==> config.mk <==
export PLATFORM = sky130hd
export DESIGN_NAME = serial_subtractor
export DESIGN_NICKNAME = d
export VERILOG_FILES = /design/src/rtl/serial_subtractor.sv
export SDC_FILE = /design/constraint.sdc
export NUM_CORES = 1
export LEC_CHECK = 0
export BUFFER_PORTS_ARGS = -buffer_cell sky130_fd_sc_hd__clkbuf_2
export CORE_UTILIZATION = 48
export DETAILED_ROUTE_END_ITERATION = 16
export PLACE_DENSITY_LB_ADDON = 0.05
export SYNTH_ARGS = -nofsm -noshare
export SYNTH_HDL_FRONTEND = slang
export SYNTH_SLANG_ARGS = --single-unit
==> constraint.sdc <==
create_clock -name clk -period 3 [get_ports clk]
set_input_delay 0.15 -clock clk [delete_from_list [all_inputs] [get_ports clk]]
set_output_delay 0.15 -clock clk [all_outputs]
set_load 0.01 [all_outputs]
==> src/rtl/serial_subtractor.sv <==
// Bit-serial a-b, LSB first, one full-subtractor cell and a registered borrow; SERIAL_SUB_OVF_EN adds signed overflow.
// Latency WIDTH+1 cycles from accept to done; start is ignored while busy, and back-to-back accept happens from DONE.
module serial_subtractor #(
  parameter int WIDTH = 8
) (
  input  logic             clk,
  input  logic             rst_n,
  input  logic             start,
  input  logic [WIDTH-1:0] a,
  input  logic [WIDTH-1:0] b,
  output logic             busy,
  output logic             done,
  output logic [WIDTH-1:0] diff,
  output logic             borrow_out,
  output logic             ovf
);

  localparam int CW = (WIDTH > 1) ? $clog2(WIDTH) : 1;
  localparam logic [CW-1:0] LAST = CW'(WIDTH - 1);

  typedef enum logic [1:0] {IDLE, SHIFT, DONE} state_t;

  state_t           state_q, state_d;
  logic [WIDTH-1:0] ra_q, ra_d, rb_q, rb_d, diff_q, diff_d;
  logic [CW-1:0]    cnt_q, cnt_d;
  logic             br_q, br_d, bo_q, bo_d;
  logic             d_bit, br_next, accept;

  assign d_bit   = ra_q[0] ^ rb_q[0] ^ br_q;
  assign br_next = (~ra_q[0] & rb_q[0]) | (~(ra_q[0] ^ rb_q[0]) & br_q);
  assign accept  = start && (state_q != SHIFT);

`ifdef SERIAL_SUB_OVF_EN
  logic am_q, am_d, bm_q, bm_d, ovf_q, ovf_d;
`endif

  always_ff @(posedge clk or negedge rst_n) begin
    if (!rst_n) begin
      state_q <= IDLE;
      ra_q    <= '0;
      rb_q    <= '0;
      diff_q  <= '0;
      cnt_q   <= '0;
      br_q    <= 1'b0;
      bo_q    <= 1'b0;
`ifdef SERIAL_SUB_OVF_EN
      am_q    <= 1'b0;
      bm_q    <= 1'b0;
      ovf_q   <= 1'b0;
`endif
    end else begin
      state_q <= state_d;
      ra_q    <= ra_d;
      rb_q    <= rb_d;
      diff_q  <= diff_d;
      cnt_q   <= cnt_d;
      br_q    <= br_d;
      bo_q    <= bo_d;
`ifdef SERIAL_SUB_OVF_EN
      am_q    <= am_d;
      bm_q    <= bm_d;
      ovf_q   <= ovf_d;
`endif
    end
  end

  always_comb begin
    state_d = state_q;
    ra_d    = ra_q;
    rb_d    = rb_q;
    diff_d  = diff_q;
    cnt_d   = cnt_q;
    br_d    = br_q;
    bo_d    = bo_q;
`ifdef SERIAL_SUB_OVF_EN
    am_d    = am_q;
    bm_d    = bm_q;
    ovf_d   = ovf_q;
`endif

    case (state_q)
      IDLE: if (start) state_d = SHIFT;
      SHIFT: begin
        ra_d   = {1'b0, ra_q[WIDTH-1:1]};
        rb_d   = {1'b0, rb_q[WIDTH-1:1]};
        diff_d = {d_bit, diff_q[WIDTH-1:1]};
        br_d   = br_next;
        cnt_d  = cnt_q + 1'b1;
        if (cnt_q == LAST) begin
          state_d = DONE;
          bo_d    = br_next;
`ifdef SERIAL_SUB_OVF_EN
          ovf_d   = (am_q != bm_q) & (d_bit != am_q);
`endif
        end
      end
      DONE:    state_d = start ? SHIFT : IDLE;
      default: state_d = IDLE;
    endcase

    // Accept overrides the IDLE/DONE hold values with a fresh operand load.
    if (accept) begin
      ra_d   = a;
      rb_d   = b;
      diff_d = '0;
      cnt_d  = '0;
      br_d   = 1'b0;
      bo_d   = 1'b0;
`ifdef SERIAL_SUB_OVF_EN
      am_d   = a[WIDTH-1];
      bm_d   = b[WIDTH-1];
      ovf_d  = 1'b0;
`endif
    end
  end

  assign busy       = (state_q == SHIFT);
  assign done       = (state_q == DONE);
  assign diff       = diff_q;
  assign borrow_out = bo_q;
`ifdef SERIAL_SUB_OVF_EN
  assign ovf        = ovf_q;
`else
  assign ovf        = 1'b0;
`endif

endmodule

; Yosys cells after proc, flatten, opt, wreduce, memory -nomap -nowiden
; Index checks and enable logic that the tools add are counted.
[op_classes]
add_sub_neg = 1
n_eq_ne = 6
n_mux = 17
n_bitwise = 7
n_reduce_logical = 6
[ops]
columns = op, n
row1 = $mux W8, 6
row2 = $mux W1, 6
row3 = $mux W3, 2
row4 = $pmux W2 S3, 1
row5 = $mux W2, 2
row6 = $ne A2 B1 Y1 const B, 2
row7 = $reduce_and A2 Y1, 2
row8 = $reduce_bool A2 Y1, 2
row9 = $add A3 B1 Y3 const B, 1
row10 = $eq A3 B3 Y1 const B, 1
row11 = $and A1 B1 Y1, 2
row12 = $eq A2 B1 Y1 const B, 1
row13 = $eq A2 B2 Y1 const B, 1
row14 = $logic_not A2 Y1, 1
row15 = $ne A2 B2 Y1 const B, 1
row16 = $not A1 Y1, 2
row17 = $xor A1 B1 Y1, 2
row18 = $logic_and A1 B1 Y1, 1
row19 = $or A1 B1 Y1, 1
[word_totals]
register_bits = 31
input_bits = 19
out_inout_bits = 12
wordCells = 44

; Longest topological paths before layout
[depth]
ltp_word = 7
ltp_mapped = 6
depth_no_buf = 4

; Worst setup path after synthesis
; Ideal clock, no wire load.
[synth_timing]
kind = reg2reg
start = register ra_q[0]
end = register bo_q, in the netlist borrow_out
setup_time_ns = 0.127
arrival_time_ns = 0.982
required_ns = 2.873
setup_slack_ns = 1.892
path_stages_with_launch = 5
path_buffers = 0
synth_period_minus_slack_ns = 1.108
cell_sequence = dfrtp_1 inv_1 fa_1 mux2i_1 o21ai_0
[synth_via]
elab_chain_cells = 7
elab_cells_between_ends = 9
classes_between = mux: 3 / bitwise: 6
[synth_lines]
columns = item, line_no
row1 = start: declaration, 24  ; logic [WIDTH-1:0] ra_q, ra_d, rb_q, rb_d, diff_q, diff_d;
row2 = start signal: assignment, 53  ; ra_q <= ra_d;
row3 = $xor A1 B1 Y1, 30  ; assign br_next = (~ra_q[0] & rb_q[0]) | (~(ra_q[0] ^ rb_q[0]) & br_q);
row4 = $not A1 Y1, 30
row5 = $and A1 B1 Y1, 30
row6 = $or A1 B1 Y1 (*), 30
row7 = $mux W1 (*), 89  ; if (cnt_q == LAST) begin
row8 = $mux W1 (*), 81  ; case (state_q)
row9 = $mux W1 (*), 102  ; if (accept) begin
row10 = end signal: assignment, 58  ; bo_q <= bo_d;
row11 = end: declaration, 26  ; logic br_q, br_d, bo_q, bo_d;
; Mark *: on every way between the ends. The rest lies on a longest branch, timed or not. The select of a mux whose other input is x is not followed.
; A chain may end at the register's enable or synchronous reset.

; Final worst setup path
[layout_timing]
start = register state_q[1]
end = output busy
[layout_via]
elab_chain_cells = 1
[layout_lines]
columns = item, line_no
row1 = start: declaration, 23  ; state_t state_q, state_d;
row2 = start signal: assignment, 52  ; state_q <= state_d;
row3 = $eq A2 B1 Y1, 117  ; assign busy = (state_q == SHIFT);
row4 = end: declaration, 11  ; output logic busy,
; Every way passes these cells.

==> parameters.txt <==
Parameter                              Value

Global route
  Met2 track demand over resource ... 0.2611
  Global Route met3 Usage ... 0.06813
  Total routing usage reported by global routing ... 0.1731
  Met1 routing resource usage after global routing ... 0.2193
  Wire length of the first global-routing pass ... 4.333 mm
  Antenna violations before repair ... 0
  Sum of overflow across all layers after global routing ... 0
  Most crowded layer after global routing ... met2
  Largest net degree at the start of global routing ... 53
  Number of global-route vias before repair ... roughly 950

Critical path
  Worst R2R Start ... state_q[1]
  Highest-delay cell along the critical path ... sky130_fd_sc_hd__dfrtp_1
  Crit path launch ... state_q[1]
  Worst R2R Setup Slack ... between 1.5 and 2 ns
  Reg-to-reg critical path endpoint ... diff[1]
  Arrival time at the worst endpoint ... 1.59 ns
  Ordered cell list for the critical path ... nand2b_1 -> inv_8 -> clkbuf_2
  Peak per-stage delay on the critical path ... between 0.3 and 0.4 ns
  Length in cells of the worst reg-to-reg path ... 4
  Cell family contributing the most delay on the critical path ... buffers and inverters
  Element type at the critical path start ... flop
  Nature of the critical path endpoint ... output pin
  Crit path kind ... reg2out
  Count of buffer and inverter cells on the critical path ... 2
  Largest fanout on the critical path ... 52
  Data required time at the worst endpoint ... about 2.9 ns

Final layout
  Fill count ... between 200 and 300
  Antenna diode count ... 0
  Layout cells sized above 1 ... 0.3804
  Nets@finish ... 184
  Area growth from synthesis to layout ... 11.17%

STA
  Number of pins with negative max-slew slack in the final report ... 0
  Relative max-transition margin ... 0.4930
  Tcrit/Tclk final ... 0.5788
  Endpoints failing setup ... 0
  Maximum clock frequency ... 575.9 MHz
  Unrepaired setup endpoints after global routing ... false
  Post-route worst setup slack ... 1.264 ns
  Final number of hold-violating endpoints ... 0
  Slew at the pin closest to its max-slew limit ... 0.7605 ns
  Summed negative setup slack over all endpoints ... 0 ns
  Layout Skew ... around 0.011 ns
  Final critical delay including setup and external delays ... around 1.7 ns

Logic synthesis
  Avg Cell Area, Syn ... about 11 um^2
  Total number of yosys warnings ... 0
  Post-synthesis cell type with the largest combined area ... sky130_fd_sc_hd__dfrtp_1
  Synth unique cells ... 20
  Number of standard cells after synthesis ... approximately 140
  Async SR Flop Fraction ... 1.000
  Most frequently used flop master after synthesis ... sky130_fd_sc_hd__dfrtp_1
  Number of synthesized flops with an enable pin ... 0
  Part of the Yosys area used for sequential elements ... 0.5094
  Most numerous cell in the Yosys netlist ... sky130_fd_sc_hd__nand2_1
  Top-area cell type share of the netlist area ... 0.5094
  Number of synthesized register bits ... 31
  Leading post-synthesis cells by instance count ... sky130_fd_sc_hd__nand2_1, sky130_fd_sc_hd__dfrtp_1, sky130_fd_sc_hd__o21ai_2
  Largest cells by area after synthesis ... sky130_fd_sc_hd__dfrtp_1, sky130_fd_sc_hd__o21ai_2, sky130_fd_sc_hd__mux2i_1
  Synth Net Count ... ~160
  Summed instance area of the synthesized netlist ... 1523 um^2

Power and ir drop
  Lkg Pwr ... 0.8428 nW
  Cell internal power dissipation ... between 0.9 and 1 mW
  Portion of total power attributed to sequential cells ... 0.437
  Switching share of power ... 0.3937
  Clock network fraction of design power ... 0.177
  Switching power ... about 0.62 mW
  Maximum ir drop on the vdd rail ... ~0.4 mV
  Power share of the combinational group ... 0.385
  Pwr/cell area ... ~940 nW/um^2

Floorplanning
  Core area ... 3028 um^2
  Cell Rows ... 20
  Overall die area ... 3402 um^2
  Chip height ... about 60 um
  Effective utilization at floorplan ... 0.5029
  I/O pin cnt ... 31
  Die width ... roughly 60 um

Place
  Pre-CTS setup slack ... about 1.6 ns
  Count of buffers inserted at the top-level ports ... 29
  Post-DP HPWL ... roughly 1.6 mm
  RD Place Congestion ... 0.7104

Routing
  WL/cell ... 11.50 um
  Number of vias per cell ... 4.850
  DRC violations left ... 0
  Post-detailed-route count of antenna-violating nets ... 0
  Starting DRT DRC Count ... 34
  Drt first pass iters ... 4
  Number of vias in the routed layout ... 1,004
  Wire length reported by the detailed router ... 2.380 mm

Clock network
  Buffer levels on the longest clock path ... 2
  Root Buffer Master ... sky130_fd_sc_hd__clkbuf_4
  # H-tree levels ... 2
  Clock latency at the later pin of the worst-skew pair ... roughly 0.33 ns
  Post-cts repair resize count ... 0
  Cts bufs inserted ... 5
  Number of setup buffers added after CTS ... 0
  Clock Sinks ... 31
  CTS tree ... done
  Clock Pin Slew Worst Setup and Hold Paths ... 0.10 ns

Outcome
  Outcome ... complete, no violations

Flow run
  Max-cap violation count ... 0

Worst hold path
  Startpoint of the lowest-slack hold path ... a[7]
  Worst min path class ... in2reg
  Worst hold stages ... 3
  End point of the worst hold path ... ra_q[7]
[placed cells by master, fill, tap and decap left out]
| cell type | instances |
|---|---|
| sky130_fd_sc_hd__nor2b_1 | 1 |
| sky130_fd_sc_hd__nor2_1 | 2 |
| sky130_fd_sc_hd__conb_1 | 1 |
| sky130_fd_sc_hd__mux2i_1 | 17 |
| sky130_fd_sc_hd__and2_1 | 1 |
| sky130_fd_sc_hd__clkbuf_4 | 5 |
| sky130_fd_sc_hd__inv_8 | 1 |
| sky130_fd_sc_hd__nand3_1 | 3 |
| sky130_fd_sc_hd__ha_1 | 2 |
| sky130_fd_sc_hd__inv_1 | 1 |
| sky130_fd_sc_hd__o21ai_2 | 24 |
| sky130_fd_sc_hd__o21ai_0 | 3 |
| sky130_fd_sc_hd__inv_2 | 1 |
| sky130_fd_sc_hd__nand2b_1 | 1 |
| sky130_fd_sc_hd__o22ai_1 | 1 |
| sky130_fd_sc_hd__clkbuf_1 | 1 |
| sky130_fd_sc_hd__nand2_1 | 34 |
| sky130_fd_sc_hd__dfrtp_1 | 31 |
| sky130_fd_sc_hd__clkbuf_2 | 29 |
| sky130_fd_sc_hd__dlygate4sd3_1 | 1 |
| sky130_fd_sc_hd__clkbuf_8 | 2 |
| sky130_fd_sc_hd__fa_1 | 1 |
[sequential cells by signal, indices dropped and copies added, names as in the netlist]
| name | count |
|---|---|
| borrow_out | 1 |
| br_q | 1 |
| cnt_q | 3 |
| diff | 8 |
| ra_q | 8 |
| rb_q | 8 |
| state_q | 2 |
[timing repair]
action,in CTS,in global routing
hold buffers,1,0
endpoints found under the setup margin,0,0
endpoints found under the hold margin,31,0
[cell families (layout without fill, tap and decap cells)]
kind of cell | count (synthesis) | in the layout | synth area share
buffers and inverters | 13 | 41 | 0.08380
AOI/OAI and AO/OA | 28 | 28 | 0.1520
muxes | 17 | 17 | 0.1117
DFF | 31 | 31 | 0.5094
adders and majority gates | 3 | 3 | 0.02958
other | 1 | 1 | 0.002463
and+or+nand+nor | 42 | 42 | 0.1109
[per-layer routing]
metal	vias to the layer above	wire, um
met5	-	0
met4	0	47
met3	7	145
met2	25	1067
met1	468	1119
li1	504	-
[worst max path at each step]
stage / end / slack [ns] / cells after the start
2_1_floorplan: borrow_out / 1.89 / 4
3_3_place_gp: busy / 1.65 / 3
3_5_place_dp: busy / 1.63 / 3
4_1_cts: busy / 1.25 / 3
5_1_grt: busy / 1.15 / 3
6_report: busy / 1.26 / 3
[through the flow]
step	area (um^2)	total power, mW	std cells	utilization	hold WS (ns)
after floorplan	1523	1.262	135	-	-0.1456
after global placement	1614	1.310	198	0.5331	0.2530
after detailed placement	1614	1.332	198	0.5331	0.2648
after CTS	1693	1.616	207	0.5591	0.05645
after global routing	1693	1.732	207	0.5591	0.06656
final	1693	1.587	207	0.5591	0.06601
[tightest hold or removal path: stages]
cell and delay, ns:
sky130_fd_sc_hd__clkbuf_2 0.07, sky130_fd_sc_hd__mux2i_1 0.05, sky130_fd_sc_hd__nor2_1 0.08
[power groups by stage]
stage	Combinational (mW)	Clock, mW	Sequential (mW)
after global routing	0.708	0.306	0.718
after CTS	0.630	0.290	0.696
after floorplan	0.558	0	0.704
after detailed placement	0.627	0	0.705
final	0.612	0.282	0.694
after global placement	0.611	0	0.699
[area by class of cell]
cell class / count / area [um^2] / area share
sequential: 31 / 775.7 / 0.4582
multi-input combinational: 91 / 619.3 / 0.3659
timing repair buffer: 30 / 155.1 / 0.09165
clock buffer: 8 / 68.82 / 0.04065
tap: 44 / 55.05 / 0.03252
inverter: 3 / 18.77 / 0.01109
No activity file was read; power rests on OpenSTA's default activity.
